File: src/rtl/matrix_col_scanner_if.sv
// Bus between the column scanner and the row path / demux.
// The bright input exists only when MATRIX_SCAN_DIM_EN is defined.
interface matrix_col_scanner_if #(
  parameter int NUM_COLS = 5
);
  logic                en;
  logic [2:0]          sel;
  logic [NUM_COLS-1:0] col_en;
  logic                blank;
  logic                frame_start;
`ifdef MATRIX_SCAN_DIM_EN
  logic [2:0]          bright;

  modport master (input en, input bright, output sel, output col_en, output blank, output frame_start);
  modport slave  (output en, output bright, input sel, input col_en, input blank, input frame_start);
`else
  modport master (input en, output sel, output col_en, output blank, output frame_start);
  modport slave  (output en, input sel, input col_en, input blank, input frame_start);
`endif
endinterface

File: src/rtl/matrix_col_scanner.sv
// Column-scan sequencer for the LED matrix: IDLE/BLANK/DRIVE cycle with registered
// select, one-hot column enables and frame pulse. Optional dimming: MATRIX_SCAN_DIM_EN.
module matrix_col_scanner #(
  parameter int NUM_COLS     = 5,
  parameter int DWELL_CYCLES = 1000,
  parameter int BLANK_CYCLES = 16
) (
  input  logic                 clk,
  input  logic                 rst,
  matrix_col_scanner_if.master bus
);

  localparam int MAXC = (DWELL_CYCLES > BLANK_CYCLES) ? DWELL_CYCLES : BLANK_CYCLES;
  localparam int CW   = $clog2(MAXC + 1);
  localparam logic [CW-1:0] DWELL_LAST = CW'(DWELL_CYCLES - 1);
  localparam logic [CW-1:0] BLANK_LAST = CW'((BLANK_CYCLES > 0) ? (BLANK_CYCLES - 1) : 0);
  localparam logic [2:0]    SEL_LAST   = 3'(NUM_COLS - 1);

  typedef enum logic [1:0] {IDLE = 2'd0, BLANK = 2'd1, DRIVE = 2'd2} state_t;

  state_t              state_q, state_d;
  logic [CW-1:0]       cnt_q, cnt_d;
  logic [2:0]          sel_q, sel_d;
  logic [NUM_COLS-1:0] col_en_q, col_en_d;
  logic                blank_q, blank_d;
  logic                frame_start_q, frame_start_d;
  logic                drive_entry_s;
  logic                lit_s;

`ifdef MATRIX_SCAN_DIM_EN
  logic [CW-1:0]       on_q, on_d;

  function automatic logic [CW-1:0] on_cycles(input logic [2:0] b);
    int t;
    t = (DWELL_CYCLES * (int'(b) + 1)) >> 3;
    if (t < 1) begin
      t = 1;
    end else begin
      t = t;
    end
    return CW'(t);
  endfunction
`endif

  // Next-state, counter and output computation; outputs are registered from these.
  always_comb begin
    state_d = state_q;
    cnt_d   = cnt_q;
    sel_d   = sel_q;
    case (state_q)
      IDLE: begin
        cnt_d = {CW{1'b0}};
        sel_d = 3'd0;
        if (BLANK_CYCLES == 0) begin
          state_d = DRIVE;
        end else begin
          state_d = BLANK;
        end
      end
      BLANK: begin
        if (cnt_q == BLANK_LAST) begin
          state_d = DRIVE;
          cnt_d   = {CW{1'b0}};
        end else begin
          cnt_d = cnt_q + CW'(1);
        end
      end
      DRIVE: begin
        if (cnt_q == DWELL_LAST) begin
          sel_d = (sel_q == SEL_LAST) ? 3'd0 : (sel_q + 3'd1);
          cnt_d = {CW{1'b0}};
          if (BLANK_CYCLES == 0) begin
            state_d = DRIVE;
          end else begin
            state_d = BLANK;
          end
        end else begin
          cnt_d = cnt_q + CW'(1);
        end
      end
      default: begin
        state_d = IDLE;
        cnt_d   = {CW{1'b0}};
        sel_d   = 3'd0;
      end
    endcase

    // en low overrides everything and parks the scanner at column 0.
    if (!bus.en) begin
      state_d = IDLE;
      cnt_d   = {CW{1'b0}};
      sel_d   = 3'd0;
    end else begin
      state_d = state_d;
    end

    drive_entry_s = (state_d == DRIVE) && (cnt_d == {CW{1'b0}});
`ifdef MATRIX_SCAN_DIM_EN
    if (drive_entry_s) begin
      on_d = on_cycles(bus.bright);
    end else begin
      on_d = on_q;
    end
    lit_s = (state_d == DRIVE) && (cnt_d < on_d);
`else
    lit_s = (state_d == DRIVE);
`endif

    if (lit_s) begin
      col_en_d = NUM_COLS'(1) << sel_d;
    end else begin
      col_en_d = {NUM_COLS{1'b0}};
    end
    blank_d       = !lit_s;
    frame_start_d = drive_entry_s && (sel_d == 3'd0);
  end

  // State and output registers.
  always_ff @(posedge clk or posedge rst) begin
    if (rst) begin
      state_q       <= IDLE;
      cnt_q         <= {CW{1'b0}};
      sel_q         <= 3'd0;
      col_en_q      <= {NUM_COLS{1'b0}};
      blank_q       <= 1'b1;
      frame_start_q <= 1'b0;
`ifdef MATRIX_SCAN_DIM_EN
      on_q          <= {CW{1'b0}};
`endif
    end else begin
      state_q       <= state_d;
      cnt_q         <= cnt_d;
      sel_q         <= sel_d;
      col_en_q      <= col_en_d;
      blank_q       <= blank_d;
      frame_start_q <= frame_start_d;
`ifdef MATRIX_SCAN_DIM_EN
      on_q          <= on_d;
`endif
    end
  end

  assign bus.sel         = sel_q;
  assign bus.col_en      = col_en_q;
  assign bus.blank       = blank_q;
  assign bus.frame_start = frame_start_q;

endmodule

File: src/flat_wrapper.sv
// flat-port wrapper written by rule: the top's interface ports become plain ports
module matrix_col_scanner_flat 
#(
  parameter int NUM_COLS     = 5,
  parameter int DWELL_CYCLES = 1000,
  parameter int BLANK_CYCLES = 16
)
  (clk, rst, bus_en, bus_sel, bus_col_en, bus_blank, bus_frame_start);
  matrix_col_scanner_if #(.NUM_COLS(NUM_COLS)) bus_i ();
  input  logic clk;
  input  logic rst;
  input wire logic [$bits(bus_i.en)-1:0] bus_en;
  output wire logic [$bits(bus_i.sel)-1:0] bus_sel;
  output wire logic [$bits(bus_i.col_en)-1:0] bus_col_en;
  output wire logic [$bits(bus_i.blank)-1:0] bus_blank;
  output wire logic [$bits(bus_i.frame_start)-1:0] bus_frame_start;
  assign bus_i.en = bus_en;
  assign bus_sel = bus_i.sel;
  assign bus_col_en = bus_i.col_en;
  assign bus_blank = bus_i.blank;
  assign bus_frame_start = bus_i.frame_start;
  matrix_col_scanner #(.NUM_COLS(NUM_COLS), .DWELL_CYCLES(DWELL_CYCLES), .BLANK_CYCLES(BLANK_CYCLES)) u_core (.clk(clk), .rst(rst), .bus(bus_i));
endmodule
File: config.mk
export PLATFORM = sky130hd
export DESIGN_NAME = matrix_col_scanner_flat
export DESIGN_NICKNAME = d
export VERILOG_FILES = /design/src/rtl/matrix_col_scanner_if.sv /design/src/rtl/matrix_col_scanner.sv /design/src/flat_wrapper.sv
export SDC_FILE = /design/constraint.sdc
export NUM_CORES = 1
export LEC_CHECK = 0
export CORE_MARGIN = 10
export CORE_UTILIZATION = 25
export DETAILED_ROUTE_END_ITERATION = 10
export GPL_TIMING_DRIVEN = 0
export HOLD_SLACK_MARGIN = 0.05
export PLACE_DENSITY = 0.51
export SETUP_SLACK_MARGIN = 0.4
export SYNTH_ARGS = -nofsm -noshare
export SYNTH_HDL_FRONTEND = slang
export SYNTH_SLANG_ARGS = --single-unit
File: constraint.sdc
create_clock -name clk -period 3.22 [get_ports clk]
set_clock_uncertainty 0.05 [all_clocks]
set_input_delay 0.644 -clock clk [delete_from_list [all_inputs] [get_ports clk]]
set_output_delay 0.644 -clock clk [all_outputs]
set_load 0.01 [all_outputs]
[Word-level counts from Yosys, hierarchy flattened]
Cells that the tools add are included.
Cells by class
  add/sub/neg operators: 2
  equality and inequality tests: 6
  shift operators: 1
  muxes and demuxes: 13
  reduce and logical (&&, ||, !) cells: 6
Operators with widths (count)
  2-to-1 mux 10 bit: 3
  case mux 10 bit (2 select lines): 1
  adder 10 x 1 -> 10 bit, second input constant: 1
  == test 10 bit, second input constant: 1
  == test 10 x 4 -> 1 bit, second input constant: 1
  logical NOT 10 bit: 1
  2-to-1 mux 3 bit: 3
  2-to-1 mux 2 bit: 3
  case mux 2 bit (3 select lines): 1
  case mux 3 bit (2 select lines): 1
  2-to-1 mux 5 bit: 1
  left shift 1 x 3 -> 5 bit, first input constant: 1
  == test 2 bit, second input constant: 2
  adder 3 x 1 -> 3 bit, second input constant: 1
  == test 3 bit, second input constant: 1
  logical NOT 3 bit: 1
  == test 2 x 1 -> 1 bit, second input constant: 1
  logical AND 1 bit: 2
  logical NOT 2 bit: 1
  logical NOT 1 bit: 1
Word-level totals
  register bits: 22
  bits of input ports: 3
  output and inout bits: 10
  word-level logic and storage cells: 34

[Longest topological paths before layout]
Gate-level depths: netlist (run 1).
  word-level depth: 7
  gate-level depth with buffers: 7
  gate-level depth less buffers: 7

[Least setup slack after synthesis (run 1)]
Ideal clock, no wire load.
  kind: register to register
  start: register u_core.sel_q[0] (netlist: u_core.bus.sel[0])
  end: register u_core.col_en_q[0] (netlist: u_core.bus.col_en[0])
  library setup time: 127 ps
  data arrival time: 1660 ps
  required time: 3043 ps
  slack: 1384 ps
  cell stages (with the launch flop): 8
  path buffers: 0
  period minus slack after synthesis: 1836 ps
  cells stage by stage: dfrtp_1 inv_1 ha_1 o21a_1 a2111oi_1 o21ai_2 nand3_2 nor2_1
On the way
  longest elaborated chain between the ends: 7
  elaborated cells on any way between the ends: 8
  classes of those cells: add/sub: 1; eq/ne: 1; shift: 1; mux: 5
Ends and longest elaborated chain
  start: declaration: line matrix_col_scanner.sv:23  | logic [2:0] sel_q, sel_d;
  start signal: assignment: line matrix_col_scanner.sv:133  | sel_q <= sel_d;
  adder 3 x 1 -> 3 bit / == test 3 bit (equally long branches): line matrix_col_scanner.sv:70  | sel_d = (sel_q == SEL_LAST) ? 3'd0 : (sel_q + 3'd1);
  2-to-1 mux 3 bit: line matrix_col_scanner.sv:70
  2-to-1 mux 3 bit: line matrix_col_scanner.sv:69  | if (cnt_q == DWELL_LAST) begin
  case mux 3 bit (2 select lines) (*): line matrix_col_scanner.sv:50  | case (state_q)
  2-to-1 mux 3 bit (*): line matrix_col_scanner.sv:89  | if (!bus.en) begin
  left shift 1 x 3 -> 5 bit (*): line matrix_col_scanner.sv:110  | col_en_d = NUM_COLS'(1) << sel_d;
  2-to-1 mux 5 bit (*): line matrix_col_scanner.sv:109  | if (lit_s) begin
  net u_core.col_en_d[0]: line matrix_col_scanner.sv:24  | logic [NUM_COLS-1:0] col_en_q, col_en_d;
  end signal: assignment: line matrix_col_scanner.sv:124  | col_en_q <= {NUM_COLS{1'b0}};
  end signal: assignment: line matrix_col_scanner.sv:134  | col_en_q <= col_en_d;
  end: declaration: line matrix_col_scanner.sv:24
The timed path passes the listed nets; every way through them passes the cells marked *.

[Worst setup path in the final report (run 1)]
  start: register u_core.cnt_q[0]
  end: register u_core.col_en_q[4] (netlist: u_core.bus.col_en[4])
On the way
  longest elaborated chain between the ends: 6
  elaborated cells on any way between the ends: 12
  classes of those cells: eq/ne: 3; shift: 1; mux: 8
Ends and longest elaborated chain
  start: declaration: line matrix_col_scanner.sv:22  | logic [CW-1:0] cnt_q, cnt_d;
  start signal: assignment: line matrix_col_scanner.sv:122  | cnt_q <= {CW{1'b0}};
  start signal: assignment: line matrix_col_scanner.sv:132  | cnt_q <= cnt_d;
  == test 10 bit / == test 10 x 4 -> 1 bit (equally long branches): line matrix_col_scanner.sv:69, matrix_col_scanner.sv:61
  2-to-1 mux 2 bit (tied with other cells): line matrix_col_scanner.sv:69
  case mux 2 bit (3 select lines) / case mux 3 bit (2 select lines) (equally long branches): line matrix_col_scanner.sv:50
  2-to-1 mux 2 bit / 2-to-1 mux 3 bit (equally long branches): line matrix_col_scanner.sv:89
  == test 2 bit / left shift 1 x 3 -> 5 bit (equally long branches): line matrix_col_scanner.sv:106, matrix_col_scanner.sv:110
  2-to-1 mux 5 bit (*): line matrix_col_scanner.sv:109
  net u_core.col_en_d[4]: line matrix_col_scanner.sv:24
Marks and branches as above.

==> results of run 1 <==
==> state kept, by name (all words and copies together) (netlist names) <==
name	flops
u_core.bus.col_en	5
u_core.bus.frame_start	1
u_core.state_q	2
u_core.bus.sel	3
u_core.cnt_q	10
u_core.bus.blank	1
==> cells by family (layout without fill, tap and decap cells) <==
| family | Yosys count | count (layout) |
|---|---|---|
| adders and majority gates | 7 | 7 |
| buffers and inverters | 16 | 32 |
| xor gates and xnor gates | 8 | 8 |
| DFF | 22 | 22 |
| muxes | 2 | 2 |
| AOI/OAI and AO/OA | 28 | 28 |
| and+or+nand+nor | 52 | 52 |
==> worst min-delay path by stage <==
stage	to	slack, ns
final	u_core.cnt_q[0]	0.50
after global routing	u_core.cnt_q[0]	0.54
after CTS	u_core.cnt_q[0]	0.50
after detailed placement	u_core.cnt_q[0]	0.49
after global placement	u_core.cnt_q[0]	0.46
after floorplan	u_core.cnt_q[0]	0.44
==> layout by cell type, fill, tap and decap left out, types with 3 or more instances in the layout <==
cell type	n
xnor2_1	6
inv_1	10
buf_6	5
clkdlybuf4s50_1	12
a21oi_1	4
dfrtp_1	21
nand3_1	4
nor2_1	17
o21ai_0	5
nand2_1	7
clkbuf_8	3
ha_1	7
nand4_1	5
==> power breakdown <==
part,switching [µW],total (µW),internal (µW)
Clock,93.1,181,88.4
Sequential,2.51,280,278
Combinational,19.5,28.9,9.42
==> metrics by stage <==
step                      utilization [%]  hold slack [ns]
after floorplan                         -           0.4422
after global placement              30.29           0.4585
after detailed placement            30.29           0.4910
after CTS                           31.15           0.4957
after global routing                31.15           0.5401
final                               31.15           0.5015
==> per-layer routing <==
layer / vias up / routed length, µm / GRT usage, %
met4: 0 / 7 / 1.139
met1: 495 / 1374 / 9.045
met3: 2 / 140 / 1.998
li1: 517 / - / -
met2: 14 / 1424 / 11.61
met5: - / 0 / 0
==> worst max-delay path, delay by kind of cell, from the launching register on <==
family | cells | cell delay [ns]
adder cells (fa/ha/maj) | 1 | 0.32
AO/OA/AOI/OAI | 1 | 0.29
multiplexers | 1 | 0.36
AND/OR/NAND/NOR | 3 | 0.61
flip-flops | 1 | 0.44
==> layout make-up <==
| class | instances | area, µm² | share of cell area (%) |
|---|---|---|---|
| clock buffer | 4 | 45.04 | 2.761 |
| multi-input combinational | 97 | 728.2 | 44.63 |
| buffer | 6 | 61.31 | 3.758 |
| timing repair buffer | 12 | 120.1 | 7.362 |
| tap | 70 | 87.58 | 5.368 |
| inverter | 10 | 37.54 | 2.301 |
| sequential | 22 | 551.8 | 33.82 |
==> flow_summary_export.csv, run 1 <==
group,metric,value,unit
cts,clockRootBuffer,"clkbuf_8",
hold_path,hold_start,"u_core.cnt_q[0]",
timing,fin_crit,2.192,ns
setup_path,r2r-end,"u_core.bus.col_en[4]",
cells_and_area,design_area,1632,µm²
place,dp_hpwl,2282,µm
hold_path,worstHoldPathType,"reg2reg",
logic_synthesis,synth_top_cell_by_area,"dfrtp_1",
setup_path,crit_start,"u_core.cnt_q[0]",
power,p_per_area,300.6,nW/µm²
setup_path,cp-endpoint,"u_core.bus.col_en[4]",
logic_synthesis,ys_warn_count,0,
cts,cts_resized,0,
run,cap_violations,0,
setup_path,critPathKind,"reg2reg",
timing,fin_setup_tns,0,ns
logic_synthesis,synth_top_area_share,38.11,%
setup_path,start_kind,"flip-flop",
timing,fin_ws,1.028,ns
timing,worst_pin_slew,0.8822,ns
logic_synthesis,synth_area,1379,µm²
cts,cts_setup_buffers,0,
setup_path,path_cells,"ha_1, nand4bb_1, nor3_2, mux2_2, a21boi_1, nor3_1",
status,status,"complete, no violations",
global_routing,grt_usage,7.071,%
setup_path,reg2regPathDepth,6,
setup_path,r2r_start,"u_core.cnt_q[0]",
detailed_routing,drc,0,
setup_path,required,3.31,ns
logic_synthesis,yosysSeqAreaShare,40.02,%
cells_and_area,final_nets,162,
cts,postCtsHoldBufs,0,
cts,cts_buffer_depth,2,
cts,clk_latency,0.27,ns
cts,clk_pin_slew_worst_paths,0.09,ns
cells_and_area,areaGrowthSynthToFinish,18.33,%
logic_synthesis,synth-edff-count,0,
global_routing,grt_overflow,0,
setup_path,arrival,2.28,ns
timing,fin_crit_sh,68.07,%
cells_and_area,nFillCells,547,
cells_and_area,antenna-diode-count,0,
die,floorplan.rows,26,
logic_synthesis,synth_common_cells,"dfrtp_1 (21), nor2_1 (17), inv_1 (10), ha_1 (7), nand2_1 (7)",
timing,rsz0062_at_grt,"false",
logic_synthesis,syn-num-nets,145,
logic_synthesis,synth_xor_area_share,5.082,%
logic_synthesis,synth-simple-area-share,23.32,%
logic_synthesis,synthMuxAreaShare,1.543,%
cts,cts_tree,"yes",
logic_synthesis,synth_top_family_by_area,"simple AND/OR/NAND/NOR gates",
logic_synthesis,synth_compound_area_share,16.52,%
logic_synthesis,yosysMostFrequentCell,"dfrtp_1",
logic_synthesis,syn_avg_cell_area,10.21,µm²
logic_synthesis,synth-main-ff-cell,"dfrtp_1",
logic_synthesis,synthCells,135,
logic_synthesis,synthAdderAreaFrac,6.352,%
die,die_w,94.27,µm
power,power,490.5,µW
cells_and_area,layout.cells.non_filler,221,
die,initial_core_util,26.33,%
cts,cts_inserted_buffers,3,
detailed_routing,firstDrtPassIters,4,
cts,clkSinkCount,22,
die,die_area,8886,µm²
timing,drv_slew,0,
global_routing,grt_first_pass_wirelength,5126,µm
power,p_leak,0.0006572,µW
global_routing,antenna_found_initial,0,
setup_path,crit_slowest_cell,"dfrtp_1",
place,place_ws,1.026,ns
timing,clock.fmax,456.2,MHz
place,placedInstanceArea,1587,µm²
die,fp.dieH,94.27,µm
setup_path,r2r_slack,1.03,ns
setup_path,cp-end-kind,"flip-flop",
detailed_routing,antenna_left,0,
die,io_pins,13,
logic_synthesis,synth_cell_type_count,47,
logic_synthesis,synth_area_leaders,"dfrtp_1 (38%), ha_1 (6.4%), nor2_1 (4.6%)",
timing,setup_viol,0,
logic_synthesis,ys_ff_latch,22,
timing,slew_headroom,41.12,%
hold_path,hold_depth,1,
detailed_routing,wl_per_cell,13.33,µm
power,peakVddDrop,0.0001844,V
die,core,5238,µm²
timing,hold_viol,0,
place,numPlacedInstances,217,
cts,h-tree-depth,1,
detailed_routing,drt-initial-drc-count,58,
detailed_routing,via_per_inst,4.652,
logic_synthesis,async_flop_share,100.0,%
detailed_routing,num_vias,1028,
setup_path,cpPeakStageDelay,0.44,ns
global_routing,grt_start_max_net_pins,23,
place,io_buffers,12,
global_routing,grt_pass1_vias,1039,
place,place.gp.congestion,0.7647,
cells_and_area,drive_gt1_share,17.88,%
setup_path,path_max_fanout,7,
detailed_routing,wl,2947,µm
Note: power is estimated with default switching activity, not from simulation.
==> inputs of run 2 (changes only) <==
PLACE_DENSITY = 0.53   (was 0.51)
clock period = 1.8 ns   (was 3.22 ns; I/O delays follow)
==> run 2 against run 1 <==
  * The flow now finishes with violations (negative setup slack)
  * Die area unchanged
  * Cell area up 22%
  * Combinational power rose to 2.6 times the previous value
==> flow_summary_export.csv, run 2 (synthesis gave the netlist of run 1 again) <==
group,metric,value,unit
hold_path,worstHoldPathType,"in2async",
power,p_per_area,470.3,nW/µm²
power,seq_power_share,53.5,%
timing,fin_crit_sh,104.6,%
power,peakVddDrop,0.0003301,V
detailed_routing,drc,0,
place,place_ws,-0.09375,ns
setup_path,required,1.94,ns
cells_and_area,antenna-diode-count,0,
timing,hold_viol,0,
detailed_routing,wl,3548,µm
die,fp.dieH,94.27,µm
setup_path,path_max_fanout,6,
cts,clk_latency,0.27,ns
setup_path,arrival,2.02,ns
global_routing,grt_start_max_net_pins,23,
setup_path,r2r_slack,-0.08,ns
cts,clkSinkCount,22,
power,power,939.8,µW
global_routing,grt_first_pass_wirelength,5920,µm
cts,clockRootBuffer,"clkbuf_8",
detailed_routing,via_per_inst,4.847,
power,p_leak,0.0008065,µW
timing,fin_ws,-0.08345,ns
power,swShare,23.08,%
timing,worst_pin_slew,0.5064,ns
power,p_sw,216.9,µW
detailed_routing,antenna_left,0,
global_routing,grt_usage,8.310,%
cells_and_area,final_nets,183,
status,status,"finished, violations left",
power,p_int,722.9,µW
die,floorplan.rows,26,
setup_path,critPathKind,"reg2reg",
place,place.gp.congestion,0.7694,
global_routing,antenna_found_initial,0,
setup_path,cp-end-kind,"flip-flop",
cells_and_area,design_area,1998,µm²
cts,cts_inserted_buffers,3,
cells_and_area,regMostFlops,"u_core.cnt_q",
detailed_routing,firstDrtPassIters,4,
detailed_routing,num_vias,1173,
power,clock_power_share,38.5,%
timing,setup_viol,16,
place,io_buffers,12,
timing,rsz0062_at_grt,"true",
cts,cts_tree,"yes",
cts,h-tree-depth,1,
die,core,5238,µm²
power,p_comb_share,8.0,%
setup_path,start_kind,"flip-flop",
cells_and_area,areaGrowthSynthToFinish,44.92,%
cells_and_area,drive_gt1_share,45.93,%
die,initial_core_util,26.33,%
cells_and_area,nFillCells,506,
place,dp_hpwl,2332,µm
die,io_pins,13,
detailed_routing,wl_per_cell,14.66,µm
die,die_w,94.27,µm
cells_and_area,mostFrequentLayoutCell,"buf_4",
status,violations,"negative setup slack",
global_routing,grt_pass1_vias,1198,
cts,clk_pin_slew_worst_paths,0.09,ns
cells_and_area,layout_common_cells,"buf_4 (19), nor2_1 (16), dfrtp_1 (15), buf_6 (10), dlygate4sd2_1 (7)",
run,cap_violations,0,
timing,drv_slew,0,
cts,cts_buffer_depth,2,
cts,postCtsHoldBufs,0,
die,die_area,8886,µm²
cells_and_area,largest_reg_flops,10,
timing,slew_headroom,66.17,%
global_routing,grt_overflow,0,
timing,clock.fmax,530.9,MHz
timing,fin_crit,1.883,ns
detailed_routing,drt-initial-drc-count,86,
place,placedInstanceArea,1673,µm²
[run 2: layer usage]
| layer | up-vias | share of wire [%] | wire length (µm) | track usage [%] |
|---|---|---|---|---|
| met3 | 9 | 3.3 | 118 | 2.558 |
| met1 | 590 | 43 | 1531 | 9.317 |
| met5 | - | 0 | 0 | 0 |
| met4 | 0 | 1.8 | 63 | 2.658 |
| met2 | 15 | 52 | 1834 | 14.53 |
| li1 | 559 | - | - | - |
[run 2: worst paths after layout]
check | start | to | cells after the start
max | u_core.cnt_q[6] | u_core.bus.frame_start | 6
min | rst | u_core.bus.sel[1] | 2
max reg2reg | u_core.cnt_q[6] | u_core.bus.frame_start | 6
min reg2reg | u_core.cnt_q[0] | u_core.cnt_q[0] | 2
max in group asynchronous | rst | u_core.bus.blank | 2
min in group clk | u_core.cnt_q[0] | u_core.cnt_q[0] | 2
[run 2: critical path: stages, from the launching register on]
cell and delay [ns]:
dfrtp_1 0.38, buf_6 0.13, nor4_4 0.39, a31oi_4 0.15, a221oi_4 0.36, nand3_4 0.16
nor3_2 0.19
[run 2: what timing repair did]
item / in CTS / in global routing
buffers inserted: 15 / 6
pin swaps: 6 / 8
resized for setup: 35 / 12
endpoints found under the setup margin: 32 / 30
[run 2: layout make-up]
cell class                      count  area (µm²)  area share [%]
Inverter                           10       41.29           2.066
Multi-Input combinational cell     97       913.4           45.71
Tap cell                           70       87.58           4.383
Timing Repair Buffer               33       277.8           13.90
Clock buffer                        4       55.05           2.755
Sequential cell                    22       559.3           27.99
Buffer                              6       63.81           3.193
[run 2: power by group through the flow]
| stage | logic, µW | clock network (µW) | registers (µW) |
|---|---|---|---|
| floorplan | 39.8 | 0 | 512 |
| global placement | 54.2 | 0 | 513 |
| detailed placement | 55.8 | 0 | 513 |
| CTS | 66.6 | 382 | 503 |
| global route | 83.1 | 404 | 503 |
| finish | 74.9 | 362 | 503 |
[run 2: per-stage QoR]
step / instances / util (%) / hold WS (ns) / TNS [ns]
3_3_place_gp: 217 / 31.94 / 0.4500 / -0.2703
4_1_cts: 236 / 36.05 / 0.5385 / -0.2677
5_1_grt: 242 / 38.15 / 0.4695 / -2.492
6_report: 242 / 38.15 / 0.4123 / -0.5493
2_1_floorplan: 135 / - / 0.2983 / 0
3_5_place_dp: 217 / 31.94 / 0.4709 / -0.3748
